## config.mk

```make
export PLATFORM = sky130hd
export DESIGN_NAME = ex_div_unit
export DESIGN_NICKNAME = d
export VERILOG_FILES = /design/src/rtl/ex_div_unit.sv
export SDC_FILE = /design/constraint.sdc
export NUM_CORES = 1
export LEC_CHECK = 0
export ABC_AREA = 1
export CORE_MARGIN = 2
export CORE_UTILIZATION = 30
export CTS_BUF_LIST = sky130_fd_sc_hd__clkbuf_4 sky130_fd_sc_hd__clkbuf_8
export CTS_CLUSTER_SIZE = 20
export DETAILED_ROUTE_END_ITERATION = 8
export SETUP_SLACK_MARGIN = 0.02
export SYNTH_ARGS = -nofsm -noshare
export SYNTH_HDL_FRONTEND = slang
export SYNTH_SLANG_ARGS = --single-unit
```

## constraint.sdc

```tcl
create_clock -name clk -period 5.2 [get_ports clk]
set_clock_uncertainty 0.05 [all_clocks]
set_input_delay 0.52 -clock clk [delete_from_list [all_inputs] [get_ports clk]]
set_output_delay 0.52 -clock clk [all_outputs]
set_load 0.01 [all_outputs]
```

## src/rtl/ex_div_unit.sv

```systemverilog
// Iterative 32-bit integer divider for the EX stage: radix-2 restoring, one bit per cycle,
// signed (truncating) or unsigned, returning either quotient or remainder.
module ex_div_unit (
    input  logic        clk,
    input  logic        rst_n,
    input  logic        start,
    input  logic        flush,
    input  logic        sel_rem,
    input  logic        flag_unsigned,
    input  logic [31:0] src_j,
    input  logic [31:0] src_k,
    output logic        busy,
    output logic        done,
    output logic [31:0] result,
    output logic        stall_req
);

    typedef enum logic [1:0] {
        IDLE = 2'd0,
        CALC = 2'd1,
        DONE = 2'd2
    } state_t;

    state_t      state_q;
    logic [5:0]  cnt_q;
    logic [32:0] rem_q;
    logic [31:0] quo_q;
    logic [31:0] dvs_q;
    logic        sel_rem_q;
    logic        unsigned_q;
    logic        sign_j_q;
    logic        sign_k_q;

    logic        accept;
    logic [31:0] abs_j;
    logic [31:0] abs_k;
    logic [33:0] rem_shift;
    logic [33:0] diff;
    logic        step_ok;
    logic [32:0] rem_d;
    logic [31:0] quo_d;
    logic        neg_quo;
    logic        neg_rem;
    logic [31:0] quo_res;
    logic [31:0] rem_res;

    assign accept = start && !flush && ((state_q == IDLE) || (state_q == DONE));

    assign abs_j = (!flag_unsigned && src_j[31]) ? (32'd0 - src_j) : src_j;
    assign abs_k = (!flag_unsigned && src_k[31]) ? (32'd0 - src_k) : src_k;

    // quo_q starts as the dividend magnitude and shifts its bits into the remainder MSB first
    assign rem_shift = {rem_q, quo_q[31]};
    assign diff      = rem_shift - {2'b00, dvs_q};
    assign step_ok   = !diff[33];
    assign rem_d     = step_ok ? diff[32:0] : rem_shift[32:0];
    assign quo_d     = {quo_q[30:0], step_ok};

    // A zero divisor yields all-ones quotient regardless of signs; remainder keeps the dividend
    assign neg_quo = !unsigned_q && (sign_j_q ^ sign_k_q) && (dvs_q != 32'd0);
    assign neg_rem = !unsigned_q && sign_j_q;
    assign quo_res = neg_quo ? (32'd0 - quo_d) : quo_d;
    assign rem_res = neg_rem ? (32'd0 - rem_d[31:0]) : rem_d[31:0];

    assign stall_req = rst_n && ((state_q == CALC) ||
                                 (((state_q == IDLE) || (state_q == DONE)) && start && !flush));

    always_ff @(posedge clk) begin
        if (!rst_n) begin
            state_q    <= IDLE;
            cnt_q      <= 6'd0;
            rem_q      <= 33'd0;
            quo_q      <= 32'd0;
            dvs_q      <= 32'd0;
            sel_rem_q  <= 1'b0;
            unsigned_q <= 1'b0;
            sign_j_q   <= 1'b0;
            sign_k_q   <= 1'b0;
            busy       <= 1'b0;
            done       <= 1'b0;
            result     <= 32'd0;
        end else if (flush) begin
            state_q <= IDLE;
            busy    <= 1'b0;
            done    <= 1'b0;
        end else begin
            case (state_q)
                IDLE, DONE: begin
                    done <= 1'b0;
                    if (accept) begin
                        state_q    <= CALC;
                        busy       <= 1'b1;
                        cnt_q      <= 6'd0;
                        rem_q      <= 33'd0;
                        quo_q      <= abs_j;
                        dvs_q      <= abs_k;
                        sel_rem_q  <= sel_rem;
                        unsigned_q <= flag_unsigned;
                        sign_j_q   <= !flag_unsigned && src_j[31];
                        sign_k_q   <= !flag_unsigned && src_k[31];
                    end else begin
                        state_q <= IDLE;
                    end
                end
                CALC: begin
                    rem_q <= rem_d;
                    quo_q <= quo_d;
                    if (cnt_q == 6'd31) begin
                        state_q <= DONE;
                        busy    <= 1'b0;
                        done    <= 1'b1;
                        result  <= sel_rem_q ? rem_res : quo_res;
                    end else begin
                        cnt_q <= cnt_q + 6'd1;
                    end
                end
                default: begin
                    state_q <= IDLE;
                    busy    <= 1'b0;
                    done    <= 1'b0;
                end
            endcase
        end
    end

endmodule

```

# Word level (Yosys, flattened, before mapping)
# Index checks and enable logic that the tools add are counted.
# op_classes
n_reduce_logical,27
n_addsub,6
eq_ne,6
n_mux,19
bitwise,4
# op_table
cell,count
32-bit 2-to-1 mux,6
"1-bit by 32-bit subtractor with 32-bit output, first input constant",4
33-bit 2-to-1 mux,2
33-bit case mux with 2 select lines,1
32-bit case mux with 2 select lines,1
34-bit by 32-bit subtractor with 34-bit output,1
32-bit nonzero test,1
6-bit 2-to-1 mux,2
6-bit case mux with 2 select lines,1
1-bit logical AND,10
3-bit AND reduction,3
"6-bit by 1-bit adder with 6-bit output, second input constant",1
"6-bit by 5-bit == test with 1-bit output, second input constant",1
1-bit zero test,4
"2-bit inequality test, second input constant",2
2-bit case mux with 2 select lines,1
4-bit AND reduction,1
2-bit OR reduction,2
1-bit 2-to-1 mux,3
1-bit NOT,3
3-bit OR reduction,1
"2-bit by 1-bit == test with 1-bit output, second input constant",1
"2-bit == test, second input constant",1
2-bit zero test,1
other kinds (7),8
# totals
wordCells,74
ff_bits,143

# Longest topological paths before layout
# Gate-level depths: netlist (run 1).
# logic_depth
depth_word,6
mapped_depth,32

# Least setup slack after synthesis (run 1)
# Ideal clock, no wire load.
# synth_timing
path_kind,reg2reg
startpoint,register dvs_q[8]
endpoint,register result[30]
setup_time_ns,0.119
arrival_time_ns,3.513
setup_slack_ns,1.517
path_stages_with_launch,31
t_required_ns,5.031
path_cell_list,dfxtp_1 -> inv_1 -> ha_1 -> nand2_2 -> nor2_2 -> nand3_1 -> nand3_2 -> nand2_2 -> nand2_2 -> nand2_4 -> nand2_4 -> nand2_4 -> nand2_4 -> buf_6 -> ha_1 -> nand3_1 -> nor3_1 -> nand2_1 -> nor3_2 -> inv_1 -> nor3_2 -> nand2_1 -> nand2_1 -> o21ai_0 -> inv_1 -> o21ai_0 -> inv_1 -> o21ai_0 -> or2_0 -> a21oi_1 -> a21oi_1
# synth_between
elab_chain_len,5
# synth_rtl
element,line_no,rtl
"start, declared",28,logic [31:0] dvs_q;
"start signal, assigned",96,dvs_q <= abs_k;
34-bit by 32-bit subtractor with 34-bit output,54,"assign diff = rem_shift - {2'b00, dvs_q};"
33-bit 2-to-1 mux / 1-bit zero test (equally long branches),"56, 55",
1-bit by 32-bit subtractor with 32-bit output (on tied branches),"63, 62",
32-bit 2-to-1 mux (on tied branches),"63, 62",
32-bit 2-to-1 mux *,112,result <= sel_rem_q ? rem_res : quo_res;
"end signal, assigned",112,
"end, declared",14,"output logic [31:0] result,"
# Every way passes the cells marked *; elsewhere a longest branch is shown, timed or not.
# A chain may end at the register's enable or synchronous reset.

# Worst setup path after layout (run 1)
# layout_timing
startpoint,register dvs_q[26]
endpoint,register result[30]
# Same word-level chain as after synthesis.

==> results of run 1 <==
==> power breakdown <==
group	internal (mW)	switching (mW)	total [mW]
Clock	0.550	0.504	1.05
Sequential	1.13	0.0357	1.17
Combinational	0.383	0.822	1.21
==> kinds of logic after synthesis <==
family,synth area share (%)
buf+inv,11.2
xor+xnor,4.45
compound gates,20.4
simple gates,35.7
flops,24.2
fa+ha+maj,4.09
==> state kept, by name, summed over array words and instances (netlist names) <==
| signal | cells |
|---|---|
| dvs_q | 32 |
| rem_q | 33 |
| sign_k_q | 1 |
| sel_rem_q | 1 |
| unsigned_q | 1 |
| sign_j_q | 1 |
| busy | 1 |
| cnt_q | 6 |
| quo_q | 32 |
| state_q | 2 |
| done | 1 |
| result | 32 |
==> stage by stage <==
stage / hold slack, ns / util [%]
after floorplan: 0.373 / -
after global placement: 0.389 / 34.2
after detailed placement: 0.392 / 34.2
after CTS: 0.407 / 35.3
after global routing: 0.449 / 35.3
final: 0.413 / 35.3
==> cells in the final DEF (no fill, tap or decap), types with 18 or more instances in the layout <==
master             n
clkbuf_8          18
nor2_1           154
inv_2             20
xnor2_1           20
nand4_1           23
nand2_1          402
inv_1            239
nand3_1          174
xor2_1            40
a21oi_1          166
o21ai_0          198
nand2_2           33
ha_1              37
nor2_2            22
nor3_1            37
dfxtp_1          143
a31oi_1           20
clkdlybuf4s50_1  103
==> critical path, cell delays in order (launching register included) <==
cell and delay, ns:
dfxtp_1 0.32, inv_1 0.09, ha_1 0.37, a21o_1 0.23, nand2_1 0.09, nand2_1 0.06, nand2_1 0.06, nand3_1 0.18
nor2_4 0.25, nand3_4 0.25, nand2_8 0.29, ha_1 0.20, nand3_1 0.11, nor3_1 0.23, nand2_1 0.14, nor3_2 0.17
inv_1 0.11, nor3_2 0.18, nand2_1 0.07, nand2_1 0.10, o21ai_0 0.16, inv_1 0.08, o21ai_0 0.11, inv_1 0.07
o21ai_0 0.09, or2_0 0.21, a21oi_1 0.15, a21oi_1 0.10
==> metal layers <==
layer	vias up	GRT usage, %
met5	-	0
met4	0	5.45
met3	61	3.97
met2	415	34.3
met1	6087	29.1
li1	6513	-
==> worst min-delay path by stage <==
stage	cells after the start	from	slack [ns]	end
floorplan	1	cnt_q[5]$_SDFFE_PN0P_	0.37	cnt_q[5]$_SDFFE_PN0P_
finish	1	cnt_q[5]$_SDFFE_PN0P_	0.41	cnt_q[5]$_SDFFE_PN0P_
detailed placement	1	cnt_q[5]$_SDFFE_PN0P_	0.39	cnt_q[5]$_SDFFE_PN0P_
CTS	1	cnt_q[5]$_SDFFE_PN0P_	0.41	cnt_q[5]$_SDFFE_PN0P_
global route	2	result[0]$_SDFFE_PN0P_	0.45	result[0]$_SDFFE_PN0P_
global placement	1	cnt_q[5]$_SDFFE_PN0P_	0.39	cnt_q[5]$_SDFFE_PN0P_
==> final cells by class <==
cell class / instances / area, µm² / area share, %
clock buffers: 20 / 263 / 1.92
clock inverters: 12 / 183 / 1.33
repair buffers: 114 / 1110 / 8.11
well taps: 518 / 648 / 4.73
multi-input cells: 1453 / 7650 / 55.8
flip-flops and latches: 143 / 2860 / 20.9
inverters: 261 / 980 / 7.15
==> what timing repair did <==
item                                    CTS  global route
buffers inserted                          0             0
hold buffers                              0             0
endpoints found under the setup margin    0             1
resized for setup                         0             1
==> impl_results.md, run 1 <==
- Status: finished clean
- Period utilisation layout: 89.1%
- Startpoint types: flop
- CP Capture Type: flop
- Worst-Skew Late Latency: 0.49 ns
- TritonRoute pass-1 iters: 6
- Layout fillers: 4291
- DRT met1 WL: 20.7 mm
- Worst min path class: reg2reg
- Core ar.: 0.0387 mm²
- Dpl cells: 2489
- Vias in the first global route: 12100
- Synth warn: 0
- Peak VDD IR: 0.140 mV
- Post-detail-place hpwl: 34.8 mm
- Lkg Pwr: 6.37 nW
- Post-layout net count: 2098
- Ranking of synthesized cells by area: dfxtp_1, nand2_1, o21ai_0
- Largest net degree at the start of global routing: 99
- RSZ-0062 raised after global routing: no
- Top-count cell post-synth: nand2_1
- Met2 WL post-DR: 19.8 mm
- Commonest cells in the netlist: nand2_1, inv_1, o21ai_0, nand3_1, a21oi_1
- Io pins: 105
- Routed met3 length: 2.80 mm
- Total grt overflow: 0
- # setup viols final: 0
- Top FF cell, synth: dfxtp_1
- Post-route insts no fill: 2521
- Largest area contributor in the netlist: dfxtp_1
- Power per cell area: 250 mW/mm²
- Drt via density: 5.19
- H-tree depth: 4
- Post-synth top area share: 24.2%
- Post-detailed-route count of antenna-violating nets: 0
- TNS Setup: 0 ns
- Final hold vios: 0
- CTS tree: done
- Worst-path clk slew: 0.09 ns
- Share of layout cells above drive strength 1: 8.29%
- Setup slack after layout: 0.567 ns
- Initial Util: 30.5%
- Gpl congestion: 0.962
- Reg2reg end: result[30]$_SDFFE_PN0P_
- Initial antenna violation count: 0
- Asr flop ratio synth: 0%
- Global-route wire length before repair: 68.3 mm
- Syn Std Cell Area: 0.0118 mm²
- Total GRT Usage: 21.3%
- Via Count: 13100
- DRC marker count from the first detailed-route iteration: 1210
- Max-cap viol count: 0
- TritonCTS Buffers: 17
- Seq cells post-synth: 143
- FMAX: 0.216 GHz
- Die H: 202 µm
- Routed len/inst: 17.5 µm
- # DRC: 0
- IO buf count: 104
- Post-Syn Nets: 2038
- Dpl ws: 0.630 ns
- Worst Path Max Fanout: 22
- R2r setup slk: 0.57 ns
- DIE WIDTH: 202 µm
- Die area: 0.0410 mm²
- Slew @ Worst Pin: 1.19 ns
- Yosys cell types: 53
- Root buf cell: clkbuf_8
- Highest routed layer: met4
- Max Transition Viols Final: 0
- Worst relative slew slack: 20.5%
- Arrival @ worst endpoint: 4.95 ns
- Syn Area/Cell: 6.12 µm²
- # rows: 72
- Power Total: 3.43 mW
- Critical path endpoint: result[30]$_SDFFE_PN0P_
- Area growth, synth to finish: 15.9%
- Post-synthesis sequential area ratio: 24.2%
- Worst Path Class, Setup: reg2reg
- Critical Path Start: dvs_q[26]$_SDFFE_PN0P_
- Clock sink count: 143
- Worst EP required: 5.51 ns
- Final Instance Area: 0.0137 mm²
- Post-synth EDFFs: 0
- CTS max path bufs: 2
- R2R cell count: 27
- Placed inst area: 0.0132 mm²
- Worst reg2reg startpoint: dvs_q[26]$_SDFFE_PN0P_
- WL final: 44.1 mm
- Final min period: 4.63 ns
- Antenna Cells: 0
- Cells after Synth: 1930
Power figures use the tool's default switching activity.
==> run 2, diff against run 1 <==
- TNS_END_PERCENT: not set -> 50
==> results of run 2 <==
The final DEF is identical to that of run 1; final timing and power are the same.
